File: src/rtl/seg_scan_ctrl.sv
// seg_scan_ctrl: round-robin scan controller for a four-digit common-anode
// display. It shares one BCD-to-seven-segment decoder between the digits.
// Configuration macro: SEG_LZ_BLANK_EN. When defined, leading-zero digits
// stay dark during their slot. Digit 0 is always lit.
// Without the macro, every digit is lit in its own slot.
module seg_scan_ctrl #(
    parameter int SCAN_DIV  = 50000,
    parameter int BLANK_CYC = 500
) (
    input  logic        clk,
    input  logic        rst_n,
    input  logic        en_i,
    input  logic        load_i,
    input  logic [15:0] din_i,
    output logic        ack_o,
    output logic        err_o,
    output logic [3:0]  nib_o,
    output logic [3:0]  an_o
);

    // One counter serves both the blank gap and the lit slot.
    // It is sized for the longer of the two phases.
    localparam int MAX_CYC = (SCAN_DIV > BLANK_CYC) ? SCAN_DIV : BLANK_CYC;
    localparam int CNT_W   = (MAX_CYC > 1) ? $clog2(MAX_CYC) : 1;

    localparam logic [CNT_W-1:0] BLANK_LAST = CNT_W'(BLANK_CYC - 1);
    localparam logic [CNT_W-1:0] SHOW_LAST  = CNT_W'(SCAN_DIV - 1);
    localparam logic [CNT_W-1:0] CNT_ZERO   = '0;
    localparam logic [CNT_W-1:0] CNT_ONE    = CNT_W'(1);

    typedef enum logic [1:0] {
        ST_IDLE  = 2'd0,
        ST_BLANK = 2'd1,
        ST_SHOW  = 2'd2
    } state_t;

    state_t           r_state;
    state_t           w_nextState;
    logic [CNT_W-1:0] r_cnt;
    logic [CNT_W-1:0] w_nextCnt;
    logic [1:0]       r_idx;
    logic [1:0]       w_nextIdx;
    logic [3:0]       r_nib;
    logic [3:0]       w_nextNib;
    logic [3:0]       r_an;
    logic [3:0]       w_nextAn;
    logic [15:0]      r_shadow;
    logic             r_ack;
    logic             r_err;
    logic             w_dinValid;
    logic [3:0]       w_shadowNib;
    logic             w_suppress;

    // A load is accepted only if every nibble is a legal BCD digit (0..9).
    assign w_dinValid = (din_i[15:12] <= 4'd9) && (din_i[11:8] <= 4'd9) &&
                        (din_i[7:4]   <= 4'd9) && (din_i[3:0]  <= 4'd9);

    // Load handshake: update the shadow word and pulse ack, or pulse err and
    // keep the old word. Loads are accepted in every scan state.
    always_ff @(posedge clk or negedge rst_n) begin
        if (!rst_n) begin
            r_shadow <= 16'h0000;
            r_ack    <= 1'b0;
            r_err    <= 1'b0;
        end else begin
            r_ack <= 1'b0;
            r_err <= 1'b0;
            if (load_i) begin
                if (w_dinValid) begin
                    r_shadow <= din_i;
                    r_ack    <= 1'b1;
                end else begin
                    r_err <= 1'b1;
                end
            end
        end
    end

    // Select the shadow nibble for the digit that is about to be lit.
    always_comb begin
        w_shadowNib = r_shadow[3:0];
        case (r_idx)
            2'd0:    w_shadowNib = r_shadow[3:0];
            2'd1:    w_shadowNib = r_shadow[7:4];
            2'd2:    w_shadowNib = r_shadow[11:8];
            2'd3:    w_shadowNib = r_shadow[15:12];
            default: w_shadowNib = r_shadow[3:0];
        endcase
    end

`ifdef SEG_LZ_BLANK_EN
    // A digit is a leading zero when it and every more-significant digit are
    // zero. Digit 0 is never suppressed, so a value of zero still shows "0".
    always_comb begin
        w_suppress = 1'b0;
        case (r_idx)
            2'd3:    w_suppress = (r_shadow[15:12] == 4'd0);
            2'd2:    w_suppress = (r_shadow[15:8]  == 8'd0);
            2'd1:    w_suppress = (r_shadow[15:4]  == 12'd0);
            default: w_suppress = 1'b0;
        endcase
    end
`else
    assign w_suppress = 1'b0;
`endif

    // Next-state logic. Dropping en_i always parks the scan in IDLE and keeps
    // the index and the nibble. The nibble and the anode are latched together
    // at the BLANK->SHOW edge, so a load never disturbs the digit that is lit.
    always_comb begin
        w_nextState = r_state;
        w_nextCnt   = r_cnt;
        w_nextIdx   = r_idx;
        w_nextNib   = r_nib;
        w_nextAn    = r_an;
        if (!en_i) begin
            w_nextState = ST_IDLE;
            w_nextCnt   = CNT_ZERO;
            w_nextAn    = 4'b1111;
        end else begin
            case (r_state)
                ST_IDLE: begin
                    w_nextState = ST_BLANK;
                    w_nextCnt   = CNT_ZERO;
                    w_nextAn    = 4'b1111;
                end
                ST_BLANK: begin
                    w_nextAn = 4'b1111;
                    if (r_cnt == BLANK_LAST) begin
                        w_nextState = ST_SHOW;
                        w_nextCnt   = CNT_ZERO;
                        w_nextNib   = w_shadowNib;
                        w_nextAn    = w_suppress ? 4'b1111 : ~(4'b0001 << r_idx);
                    end else begin
                        w_nextCnt = r_cnt + CNT_ONE;
                    end
                end
                ST_SHOW: begin
                    if (r_cnt == SHOW_LAST) begin
                        w_nextState = ST_BLANK;
                        w_nextCnt   = CNT_ZERO;
                        w_nextIdx   = r_idx + 2'd1;
                        w_nextAn    = 4'b1111;
                    end else begin
                        w_nextCnt = r_cnt + CNT_ONE;
                    end
                end
                default: begin
                    w_nextState = ST_IDLE;
                    w_nextCnt   = CNT_ZERO;
                    w_nextAn    = 4'b1111;
                end
            endcase
        end
    end

    // Scan state register. The anode and nibble outputs are registered here,
    // so they change on the same edge as the state.
    always_ff @(posedge clk or negedge rst_n) begin
        if (!rst_n) begin
            r_state <= ST_IDLE;
            r_cnt   <= CNT_ZERO;
            r_idx   <= 2'd0;
            r_nib   <= 4'd0;
            r_an    <= 4'b1111;
        end else begin
            r_state <= w_nextState;
            r_cnt   <= w_nextCnt;
            r_idx   <= w_nextIdx;
            r_nib   <= w_nextNib;
            r_an    <= w_nextAn;
        end
    end

    assign ack_o = r_ack;
    assign err_o = r_err;
    assign nib_o = r_nib;
    assign an_o  = r_an;

endmodule
File: config.mk
export PLATFORM = sky130hd
export DESIGN_NAME = seg_scan_ctrl
export DESIGN_NICKNAME = d
export VERILOG_FILES = /design/src/rtl/seg_scan_ctrl.sv
export SDC_FILE = /design/constraint.sdc
export NUM_CORES = 1
export LEC_CHECK = 0
export CORE_MARGIN = 5
export CORE_UTILIZATION = 54
export DETAILED_ROUTE_END_ITERATION = 16
export GPL_TIMING_DRIVEN = 0
export HOLD_SLACK_MARGIN = 0.02
export PLACE_DENSITY = 0.9
export SYNTH_ARGS = -nofsm -noshare
export SYNTH_HDL_FRONTEND = slang
export SYNTH_SLANG_ARGS = --single-unit
File: constraint.sdc
create_clock -name clk -period 4.5 [get_ports clk]
set_input_delay 0.9 -clock clk [delete_from_list [all_inputs] [get_ports clk]]
set_output_delay 0.9 -clock clk [all_outputs]
set_load 0.05 [all_outputs]
==> results of run 1 <==
==> synth_stat cells (3+ instances only) <==
cell type | count | area [sq um]
sky130_fd_sc_hd__nand3_1 | 5 | 25.02
sky130_fd_sc_hd__o21ai_0 | 9 | 45.04
sky130_fd_sc_hd__ha_1 | 9 | 112.6
sky130_fd_sc_hd__xnor2_1 | 9 | 78.83
sky130_fd_sc_hd__a222oi_1 | 4 | 40.04
sky130_fd_sc_hd__inv_1 | 8 | 30.03
sky130_fd_sc_hd__dfstp_2 | 4 | 105.1
sky130_fd_sc_hd__xor2_1 | 3 | 26.28
sky130_fd_sc_hd__nor2_1 | 17 | 63.81
sky130_fd_sc_hd__a31oi_1 | 4 | 25.02
sky130_fd_sc_hd__mux2_2 | 21 | 236.5
sky130_fd_sc_hd__nor3_1 | 5 | 25.02
sky130_fd_sc_hd__nand2_1 | 15 | 56.30
sky130_fd_sc_hd__nand4_1 | 6 | 37.54
sky130_fd_sc_hd__dfrtp_1 | 42 | 1051
sky130_fd_sc_hd__nor4_1 | 4 | 25.02
==> kinds of logic (layout without fill, tap and decap cells) <==
logic type | Yosys count | in the layout
compound gates | 25 | 25
xor+xnor | 12 | 12
fa+ha+maj | 9 | 9
buf+inv | 12 | 50
flops | 46 | 46
mux | 23 | 23
simple gates | 70 | 70
==> area by class of cell <==
class | instances | area [sq um]
multi-input cells | 139 | 1023
flip-flops and latches | 46 | 1156
clock inverters | 3 | 45.04
inverters | 8 | 30.03
fillers | 301 | 1286
well taps | 50 | 62.56
clock buffers | 5 | 68.82
plain buffers | 4 | 22.52
repair buffers | 30 | 305.3
==> per-layer routing <==
metal	global-route usage (%)	part of all wire (%)	up-vias	routed length, um
li1	-	-	784	-
met4	11.26	3.2	0	161
met1	25.72	41	852	2064
met2	33.86	51	69	2571
met5	0	0	-	0
met3	4.054	5.7	16	288
==> path summary, 6_finish.rpt <==
kind,endpoint,slack [ns]
setup / recovery,r_shadow[10],1.71
hold / removal,err_o,0.41
setup reg to reg,r_idx[1],2.34
hold reg to reg,r_cnt[0],0.49
max in group asynchronous,an_o[0],3.58
min in group clk,r_cnt[0],0.49
==> power groups by stage <==
| stage | registers (uW) | clock network, uW | logic (uW) |
|---|---|---|---|
| 6_report | 499 | 316 | 175 |
| 5_1_grt | 504 | 336 | 196 |
| 4_1_cts | 499 | 320 | 177 |
| 3_5_place_dp | 505 | 0 | 175 |
| 3_3_place_gp | 501 | 0 | 163 |
| 2_1_floorplan | 497 | 0 | 116 |
==> sequential cells by signal (all words and copies together), names as in the netlist <==
signal,flops
nib_o,4
r_cnt,16
r_shadow,16
r_idx,2
ack_o,1
r_state,2
an_o,4
err_o,1
==> worst register-to-register path: stages (launching register included) <==
cell                      delay, ns
sky130_fd_sc_hd__dfrtp_1       0.44
sky130_fd_sc_hd__nor4_1        0.56
sky130_fd_sc_hd__and4_1        0.43
sky130_fd_sc_hd__and3_1        0.25
sky130_fd_sc_hd__mux2_2        0.36
==> stage by stage <==
| step | hold WS [ns] | cells | instance area [sq um] | worst slack (ns) | power [uW] |
|---|---|---|---|---|---|
| floorplan | 0.4503 | 197 | 2232 | 2.230 | 612.5 |
| global placement | 0.4685 | 276 | 2585 | 1.362 | 664.1 |
| detailed placement | 0.4731 | 277 | 2600 | 1.391 | 679.7 |
| CTS | 0.3992 | 285 | 2714 | 1.732 | 995.9 |
| global route | 0.4168 | 285 | 2714 | 1.573 | 1036 |
| finish | 0.4062 | 285 | 2714 | 1.713 | 990.2 |
==> summary.md, run 1 <==
The flow ran to the end, and the final reports show no timing, DRC or antenna violations. Synthesis instantiated 41 different standard cells from the library. The number of levels in the clock H-tree was 2; the maximum ir drop on the vdd rail was 0.2473 mV.

The synthesized netlist devotes 5.045% of its cell area to adder and majority cells. The total of flip-flops plus latches after synthesis works out to 46. In the layout the commonest cells are 42 x sky130_fd_sc_hd__dfrtp_1, 28 x sky130_fd_sc_hd__clkdlybuf4s50_1, 21 x sky130_fd_sc_hd__mux2_2. After Yosys synthesis, and, or, nand and nor cells account for 16.98% of the synthesized area.

Worst setup path startpoint: din_i[14]. The initial antenna violation count is 0, and the relative slew slack is 56.25%. The final worst clock skew is 0.006314 ns. The number of clock buffers inserted by TritonCTS is 5, and the fraction of registers with async set or reset after synthesis is 100.0%. The first global-routing pass estimated 8438 um of wire. Setup repair after global routing left no endpoint under its margin. The combinational cell fraction of total power was 17.7%. The hold buffer count at CTS was 0; the floorplan die area was 5520 sq um. STA classifies the critical path startpoint as an input pin. The placeable core area was 4000 sq um; the routed length per instance was 17.85 um. Summed over all nets, the switching power comes to 274.2 uW. The share of the clock period used by the worst path after layout is 61.94%, and the number of buffers inserted by post-CTS setup repair is 0.

The switching portion of total power is 27.69%, and the count of synthesis-stage warnings from yosys is 0. The HPWL after detailed placement was 3488 um. Counting buffers and inverters, the worst setup path is 6 cells deep. Routability-driven placement congestion ratio: 0.8364. TritonCTS built the clock tree. The net count after synthesis is 226, and the count of cells resized by post-cts repair is 0. The final number of hold-violating endpoints was 0. After clock tree synthesis, the clock-pin slew on the worst setup and hold paths is 0.09 ns. By area, the combinational part of the netlist is dominated by simple AND/OR/NAND/NOR gates. The tool flagged a number of max-cap violations equal to 0. The logs give 46 for the total number of clock tree sinks and 0 ns for the total negative slack. The critical path goes through clkdlybuf4s50_1 -> o21ai_0 -> nand4_1 -> nor2_1 -> buf_2 -> mux2_2. Summed over all cells, the static leakage comes to 0.001093 uW. The repair_antennas step left the layout with diodes totalling 0.

The number of global-route vias before repair was 1,776; the clock latency at the later pin of the worst-skew pair was 0.31 ns. Synthesis handed over a netlist of 197 instances. The critical path's largest stage delay came out at 0.53 ns. The smallest clock period supported by the final layout is computed as 2.787 ns. The total overflow left after global routing is 0.

At the end of the flow the core is filled with cells to 67.84%. The share of the Yosys chip area taken by registers is 51.79%. From synthesis to final layout, the design area changed by 21.58%. Dividing total power by cell area gives a power density of 364.9 nW/um^2.

The pin slew with the least headroom to its limit was 0.6538 ns. The number of buffer and inverter stages on the critical path is 2. In this run, the clock network consumes 31.9% of the power. In this run, synthesis inferred 0 flip-flops with an integrated enable.

The remaining design rule violation count came out at 0. In the routed layout, each cell is associated on average with a via count of 6.039. The most used flip-flop cell after synthesis is sky130_fd_sc_hd__dfrtp_1. The first detailed-routing pass took 6 iterations. The run gives 1,721 as the routed via count. The internal power is 716.0 uW.

The startpoint identified for the worst register-to-register timing path is r_cnt[13]. The synthesized netlist devotes 7.623% of its cell area to compound gates. The initialized floorplan defines 23 standard-cell rows.

The die is 74.30 um tall. The library cell contributing the largest single delay on the critical path was sky130_fd_sc_hd__nor2_1. Buffers placed on the I/O ports in this run total 29. For the maximum number of pins on one net before global-route repair, the log shows 41.

The tools report the starting utilization of the core area as 55.80%. The worst setup path is of the in2reg kind. Path category of the worst min-delay check: in2async.

The mean instance size in the synthesized netlist is 11.33 sq um. Along the worst path, the maximum fanout reaches 10. In this run the count of I/O pins placed on the die edge is 30. The tools report the iteration-0 DRC count of the detailed router as 148. The worst register-to-register path has a depth of 4. The tools report the arrival time at the worst endpoint as 2.99 ns. STA classifies the critical path endpoint as a flop. In this run the clock root is driven by a sky130_fd_sc_hd__clkbuf_8. The tools report the relative contribution of sequential cells to total power as 50.4%. The number of nets in the layout was 263; the count of final max-slew check failures was 0. The longest clock path from root to sink contains 2 buffers. The tools report the number of setup violations in the final report as 0.

In this run the remaining antenna-violating nets after routing total 0. Of the cells placed in the final design, the portion with a size suffix greater than 1 is 20.85%. The netlist area before placement is 2232 sq um, and the overall global routing resource usage is 20.64%.

The multiplexer share of the synthesized area came out at 11.49%. The die is 74.30 um wide. The most frequent standard cell in the layout excluding fill and tap cells was sky130_fd_sc_hd__dfrtp_1. STA puts the critical path data required time at 4.70 ns.

Derived from the worst setup path, the maximum achievable clock frequency is 358.8 MHz. The routed design has 5086 um of wire. In this design, the largest share of critical-path delay is due to buffers and inverters. After Yosys synthesis, XOR and XNOR cells account for 4.709% of the synthesized area.
No activity file was read; power rests on OpenSTA's default activity.
==> inputs of run 2 (changes only) <==
--- a/config.mk
+++ b/config.mk
@@ -6,11 +6,11 @@
 export NUM_CORES = 1
 export LEC_CHECK = 0
 export CORE_MARGIN = 5
-export CORE_UTILIZATION = 54
+export CORE_UTILIZATION = 49
 export DETAILED_ROUTE_END_ITERATION = 16
 export GPL_TIMING_DRIVEN = 0
 export HOLD_SLACK_MARGIN = 0.02
-export PLACE_DENSITY = 0.9
+export PLACE_DENSITY = 0.86
 export SYNTH_ARGS = -nofsm -noshare
 export SYNTH_HDL_FRONTEND = slang
 export SYNTH_SLANG_ARGS = --single-unit
==> constraint.sdc (replaced) <==
create_clock -name clk -period 2.4 [get_ports clk]
set_input_delay 0.48 -clock clk [delete_from_list [all_inputs] [get_ports clk]]
set_output_delay 0.48 -clock clk [all_outputs]
set_load 0.05 [all_outputs]
==> run 2 against run 1 <==
  * Global-route usage is 4.5 points lower
  * Clock power is 86% higher
  * Register-to-register slack worse by 2.0 ns
  * Largest power group unchanged
  * Critical path type unchanged
  * Hold slack better by 0.075 ns
==> summary.md, run 2 (synthesis gave the netlist of run 1 again) <==
The repair_antennas step left the layout with diodes totalling 0. CTS placed an instance of sky130_fd_sc_hd__clkbuf_8 at the clock tree root. The met3 track demand over resource in global routing was 3.704%. Including well taps, the total number of placed cells is 279. The tools report the kind of start point of the critical path as an input pin. For met1 alone, demand over resource in global routing was 20.91%. Entering global routing, the biggest net connects 41 pins. The number of cells traversed by the worst hold path is 1, and the number of levels in the clock H-tree is 2. Of the cells placed in the final design, the portion with a size suffix greater than 1 is 21.19%.

TritonCTS built the clock tree. In the final layout, the registers with the most flip-flops are r_cnt x16, r_shadow x16. STA classifies the critical path endpoint as a flop. For this run, the number of standard cells in the final layout without fillers is 288. Walking the worst path, the cells encountered are clkdlybuf4s50_1 -> o21ai_0 -> nand4_1 -> nor2_2 -> buf_2 -> mux2_2. The share of the clock period used by the worst path after layout works out to 93.27%. The placeable core area was 4384 sq um; the initial antenna violation count was 0. After legalization and detailed placement, the total HPWL measured 3283 um.

The floorplan has 24 rows. On the final layout, the worst hold slack is 0.4808 ns. The tools report the number of buffers on the longest clock path as 2. The length in cells of the worst reg-to-reg path is 4, and the overall global routing resource usage is 16.15%.

Post-CTS timing repair inserted 0 buffers for setup. The run gives 4525 um as the overall routed net length. Pin placement for this block handled 30 I/O pins. The count of final max-slew check failures came out at 0. Data required time of the critical path: 2.59 ns.

In the routed layout, each cell is associated on average with a via count of 5.802. The run gives 0 as the number of maximum-capacitance constraint violations. The horizontal extent of the die was 77.50 um; the leakage power was 0.001097 uW. In this run the worst path has a maximum fanout of 10.

The layer carrying the most global-route usage was met2. The pre-antenna-repair detailed-routing pass consisted of 4 iterations. The run finished with clean final reports. The routability-driven placement congestion ratio came out at 0.8179. Data on the critical path arrives at its endpoint at 2.43 ns. The clock latency at the later pin of the worst-skew pair came out at 0.31 ns.

The routed via count is 1,671, and the number of nets in the layout is 264. Input and output buffers added on the ports amount to 29. Timing would allow up to 446.7 MHz.

Setup repair after global routing left no endpoint under its margin. The path category of the worst min-delay check is reg2reg. After detailed routing, the average wire length per cell comes to 15.71 um. Once detail routing completed, the nets flagged for antenna violations numbered 0. Final number of hold-violating endpoints: 0. The starting utilization of the core area came out at 50.91%.

From bottom edge to top edge, the die measures 77.50 um. The run gives 1,697 as the number of global-route vias before repair. The number of clock buffers inserted by TritonCTS is 5.

Between clock sinks in the finished design, the worst skew comes to 0.01327 ns. For this run, design rule violations remaining after detail routing come to 0. Across the VDD grid, the largest voltage drop is 0.4046 mV. After clock tree synthesis, the clock-pin slew on the worst setup and hold paths is 0.08 ns. The global-route wire length before repair is 7755 um, and the reg2reg setup slack is 0.32 ns. Total number of clock tree sinks: 46. The number of setup violations in the final report is 0, and the total power per unit cell area is 675.5 nW/um^2. The iteration-0 DRC count of the detailed router came out at 93.

The layout has 350 filler cells. The total congestion overflow is 0. The clock period could shrink to 2.238 ns. In this run the tightest slew margin relative to its limit is 60.31%. The die covers 6005 sq um.

The pin slew with the least headroom to its limit works out to 0.5899 ns. In this design, the stage delay of the slowest critical-path cell is 0.44 ns. In the layout the commonest cells are 42 x sky130_fd_sc_hd__dfrtp_1, 28 x sky130_fd_sc_hd__clkdlybuf4s50_1, 21 x sky130_fd_sc_hd__mux2_2.

The met2 capacity usage during global routing came out at 25.25%. Leaving out fill and tap cells, the most frequent cell in the layout is sky130_fd_sc_hd__dfrtp_1. The critical path is of the in2reg type. Among all stages on the critical path, the largest delay is contributed by sky130_fd_sc_hd__clkdlybuf4s50_1. The relative area change from synthesis to final layout works out to 22.25%.
==> run 2: changes by cell type in the layout (fill, tap and decap cells not counted), sizes merged <==
| cell | change |
|---|---|
| dlygate4sd3 | +1 |
==> run 2: path summary, 6_finish.rpt <==
path | startpoint | endpoint
worst max register to register | r_cnt[13] | r_idx[1]
worst min register to register | r_cnt[0] | r_cnt[0]
max in group asynchronous | rst_n | an_o[0]
worst min-delay path | r_cnt[0] | r_cnt[0]
min in group asynchronous | rst_n | err_o
worst max-delay path | din_i[14] | r_shadow[10]
==> run 2: where the power goes <==
part | total [uW] | internal [uW] | switching [uW]
combinational | 325 | 165 | 161
sequential | 930 | 869 | 61.1
clock | 588 | 310 | 278
==> run 2: layout make-up <==
cell class                 instances  area (sq um)  area share [%]
buffer                             4         22.52          0.8253
clock buffer                       5         68.82           2.522
clock inverter                     3         45.04           1.651
inverter                           8         30.03           1.100
multi-input combinational        139          1026           37.60
sequential                        46          1156           42.37
tap                               52         65.06           2.384
timing repair buffer              31         315.3           11.55
==> run 2: routing by layer <==
metal  routed length [um]  up-vias
met5                    0        -
met4                   93        0
met3                  188        8
met2                 2149       41
met1                 2094      829
li1                     -      793
==> run 2: repair_timing <==
action / in CTS / in global routing
setup endpoints to repair: 0 / 9
gates resized for setup: 0 / 1
endpoints found under the hold margin: 6 / 0
hold buffers: 1 / 0
==> run 2: critical path: cells and delay by family <==
| family | cells | cell delay (ns) |
|---|---|---|
| compound gates | 1 | 0.27 |
| buf+inv | 2 | 0.77 |
| mux | 1 | 0.37 |
| simple gates | 2 | 0.54 |
==> run 2: through the flow <==
stage	setup TNS (ns)	area, sq um	setup slack [ns]	total power, uW	util (%)
global placement	-15.61	2587	-0.3260	1248	59.02
detailed placement	-2.604	2603	-0.2962	1267	59.36
global route	0	2729	0.06567	1932	62.24
CTS	0	2726	0.03589	1848	62.19
finish	0	2729	0.1616	1843	62.24
floorplan	0	2232	0.5499	1148	-
==> inputs of run 3 (changes only) <==
--- a/config.mk
+++ b/config.mk
@@ -11,6 +11,7 @@
 export GPL_TIMING_DRIVEN = 0
 export HOLD_SLACK_MARGIN = 0.02
 export PLACE_DENSITY = 0.86
+export SETUP_SLACK_MARGIN = 0.05
 export SYNTH_ARGS = -nofsm -noshare
 export SYNTH_HDL_FRONTEND = slang
 export SYNTH_SLANG_ARGS = --single-unit
==> run 3 against run 2 <==
  * Wire length is 0.77% lower
  * Flip-flop and latch count stayed put
  * Highest routed layer unchanged
  * Total power is 0.16% lower
  * Worst setup slack better by 0.011 ns
  * Combinational power hardly changed
  * Via count is 1.1% lower
  * Global-route usage is 0.12 points higher
  * Sequential share of layout area stayed put
  * Sequential power hardly changed
  * Critical path depth stayed put
  * First-iteration DRC count is 26% higher
==> summary.md, run 3 (synthesis gave the netlist of run 1 again) <==
The run gives 46 as the total number of clock tree sinks. The internal power of the cells totals 1343 uW. The kind of cell with the highest combined delay on the critical path was buffers and inverters. TritonCTS built the clock tree.

The count of final max-slew check failures came out at 0. Leaving out filler cells and counting taps, the final layout contains 288. The final number of hold-violating endpoints is 0. The iteration-0 DRC count of the detailed router was 117.

For this design the ratio of total power to cell area is 674.4 nW/um^2. Once placement completed, the tool counted placed cells totaling 279. The initial antenna violation count came out at 0.

The logs give 7831 um for the global-route wire length before repair and 50.91% for the starting utilization of the core area. In this run, the combinational gates consume 17.6% of the power. The smallest clock period supported by the final layout is computed as 2.228 ns. Per report_power, the clock group accounts for 31.9% of the total. The clock edge transition at the registers on the reported setup and hold paths is 0.08 ns, and the number of buffers inserted by port buffering is 29.

The relative area change from synthesis to final layout works out to 22.25%. Of the total power, the share spent switching nets is 27.00%. In this design, the stage delay of the slowest critical-path cell is 0.44 ns.

Headroom to the max-slew limit came out at 60.68%. The run finished with clean final reports. Setup slack on the critical path of the routed design comes to 0.1722 ns. The arrival time at the worst endpoint was 2.42 ns. After detailed routing, the number of remaining DRC violations is 0. In this run the horizontal extent of the chip is 77.50 um.

The type of the setup path with the least slack was in2reg. The height of the die was 77.50 um; the maximum ir drop on the vdd rail was 0.4045 mV. The vias per cell is 5.736.

The longest clock path from root to sink contains 2 buffers. Setup violations remaining at the end of the flow were counted as 0. Max-cap violations in this run came to 0.

CTS built an H-tree with a depth of 2. Setup repair after global routing left no endpoint under its margin. At the placement stage, the worst setup path has a slack of -0.2962 ns.

The number of buffer and inverter stages on the critical path is 2. During I/O placement, the number of pins put on the boundary was 30. STA classifies the critical path startpoint as an input pin. In the final layout, the share of cells above drive strength 1 is 21.19%.

In the finished design, the share of the clock period the worst path needs comes to 92.82%. Library cell contributing the largest single delay on the critical path: sky130_fd_sc_hd__clkdlybuf4s50_1. The tools report the overall routed net length as 4490 um. The biggest fanout along the worst timing path works out to 10. The worst hold path belongs to the class reg2reg. The sort of element at the end of the critical path is a flop. Traced cell by cell, the critical path runs through clkdlybuf4s50_1 -> o21ai_0 -> nand4_1 -> nor2_2 -> buf_2 -> mux2_2.

After the last flow step, the layout net total stands at 264. The total congestion overflow is 0. The largest registers in the layout are r_cnt x16, r_shadow x16. The logs give 0.32 ns for the reg2reg setup slack and 5 for the number of clock buffers inserted by TritonCTS. Once placement finished, the instance area stood at 2603 sq um. The data required time of the critical path was 2.59 ns; the clock latency at the later pin of the worst-skew pair was 0.31 ns.

The number of diodes added for antenna fixing is 0. The first-pass detailed-route iteration total came out at 4. The final worst clock skew was 0.01309 ns; the number of global-route vias before repair was 1,717. The congestion estimate from routability-driven global placement came to 0.8179. In this run, flip-flops and latches consume 50.5% of the power.

The die covers 6005 sq um. The cell row count was 24. The timing-limited maximum frequency was 448.9 MHz; the worst-case hold slack was 0.4809 ns. Dividing the detail-routed wire length by the instance count gives 15.59 um. The overall global routing resource usage came out at 16.27%. After legalization and detailed placement, the total HPWL measured 3283 um. The most frequent standard cell in the layout excluding fill and tap cells was sky130_fd_sc_hd__dfrtp_1. After layout, the design draws a total of 1840 uW.

The count of nets left with antenna violations once routing finished came out at 0. The pin slew with the least headroom to its limit is 0.5844 ns. The tree is rooted in a sky130_fd_sc_hd__clkbuf_8. Summed over all cells, the static leakage comes to 0.001097 uW. For the routed via count, the log shows 1,652.

The top cell types in the final layout, fill and taps aside, are 42 x sky130_fd_sc_hd__dfrtp_1, 28 x sky130_fd_sc_hd__clkdlybuf4s50_1, 21 x sky130_fd_sc_hd__mux2_2. Entering global routing, the biggest net connects 41 pins. The tools report the number of buffers inserted by post-CTS setup repair as 0.

In this run the power spent charging and discharging nets is 496.9 uW. Summing all non-filler instances in the final layout gives an area of 2729 sq um. The floorplan step defined a core boundary enclosing 4384 sq um.
## run 3: cell counts in the layout (fill, tap and decap cells not counted)
No cell type changed its count.
## run 3: worst paths after layout
check | start | end | cells past startpoint
max in group asynchronous | rst_n | an_o[0] | 3
min in group asynchronous | rst_n | r_shadow[6] | 2
worst max-delay path | din_i[14] | r_shadow[10] | 6
worst max register to register | r_cnt[13] | r_idx[1] | 4
worst min-delay path | r_cnt[0] | r_cnt[0] | 1
worst min register to register | r_cnt[0] | r_cnt[0] | 1
## run 3: area by class of cell
| cell class | instances | area (sq um) |
|---|---|---|
| clock buffers | 5 | 68.82 |
| inverters | 8 | 30.03 |
| multi-input cells | 139 | 1026 |
| plain buffers | 4 | 22.52 |
| clock inverters | 3 | 45.04 |
| flip-flops and latches | 46 | 1156 |
| well taps | 52 | 65.06 |
| repair buffers | 31 | 315.3 |
| fillers | 348 | 1655 |
## run 3: power groups by stage
stage	sequential (uW)	combinational, uW	clock [uW]
after floorplan	931	217	0
after global placement	939	309	0
after detailed placement	942	325	0
after CTS	929	328	592
after global routing	945	366	621
final	929	324	587
## run 3: metal layers
layer,up-vias,track usage [%],wire [um]
met1,817,21.14,2077
met3,6,3.704,191
met5,-,0,0
li1,793,-,-
met4,0,8.419,85
met2,36,25.42,2137
## run 3: metrics by stage
stage	utilization, %	TNS [ns]
floorplan	-	0
global placement	59.02	-15.61
detailed placement	59.36	-2.604
CTS	62.24	0
global route	62.24	0
finish	62.24	0
## run 3: what timing repair did
item | 4_1_cts | 5_1_grt
hold buffers | 1 | 0
setup endpoints to repair | 5 | 0
resized for setup | 1 | 0
hold endpoints to repair | 6 | 0
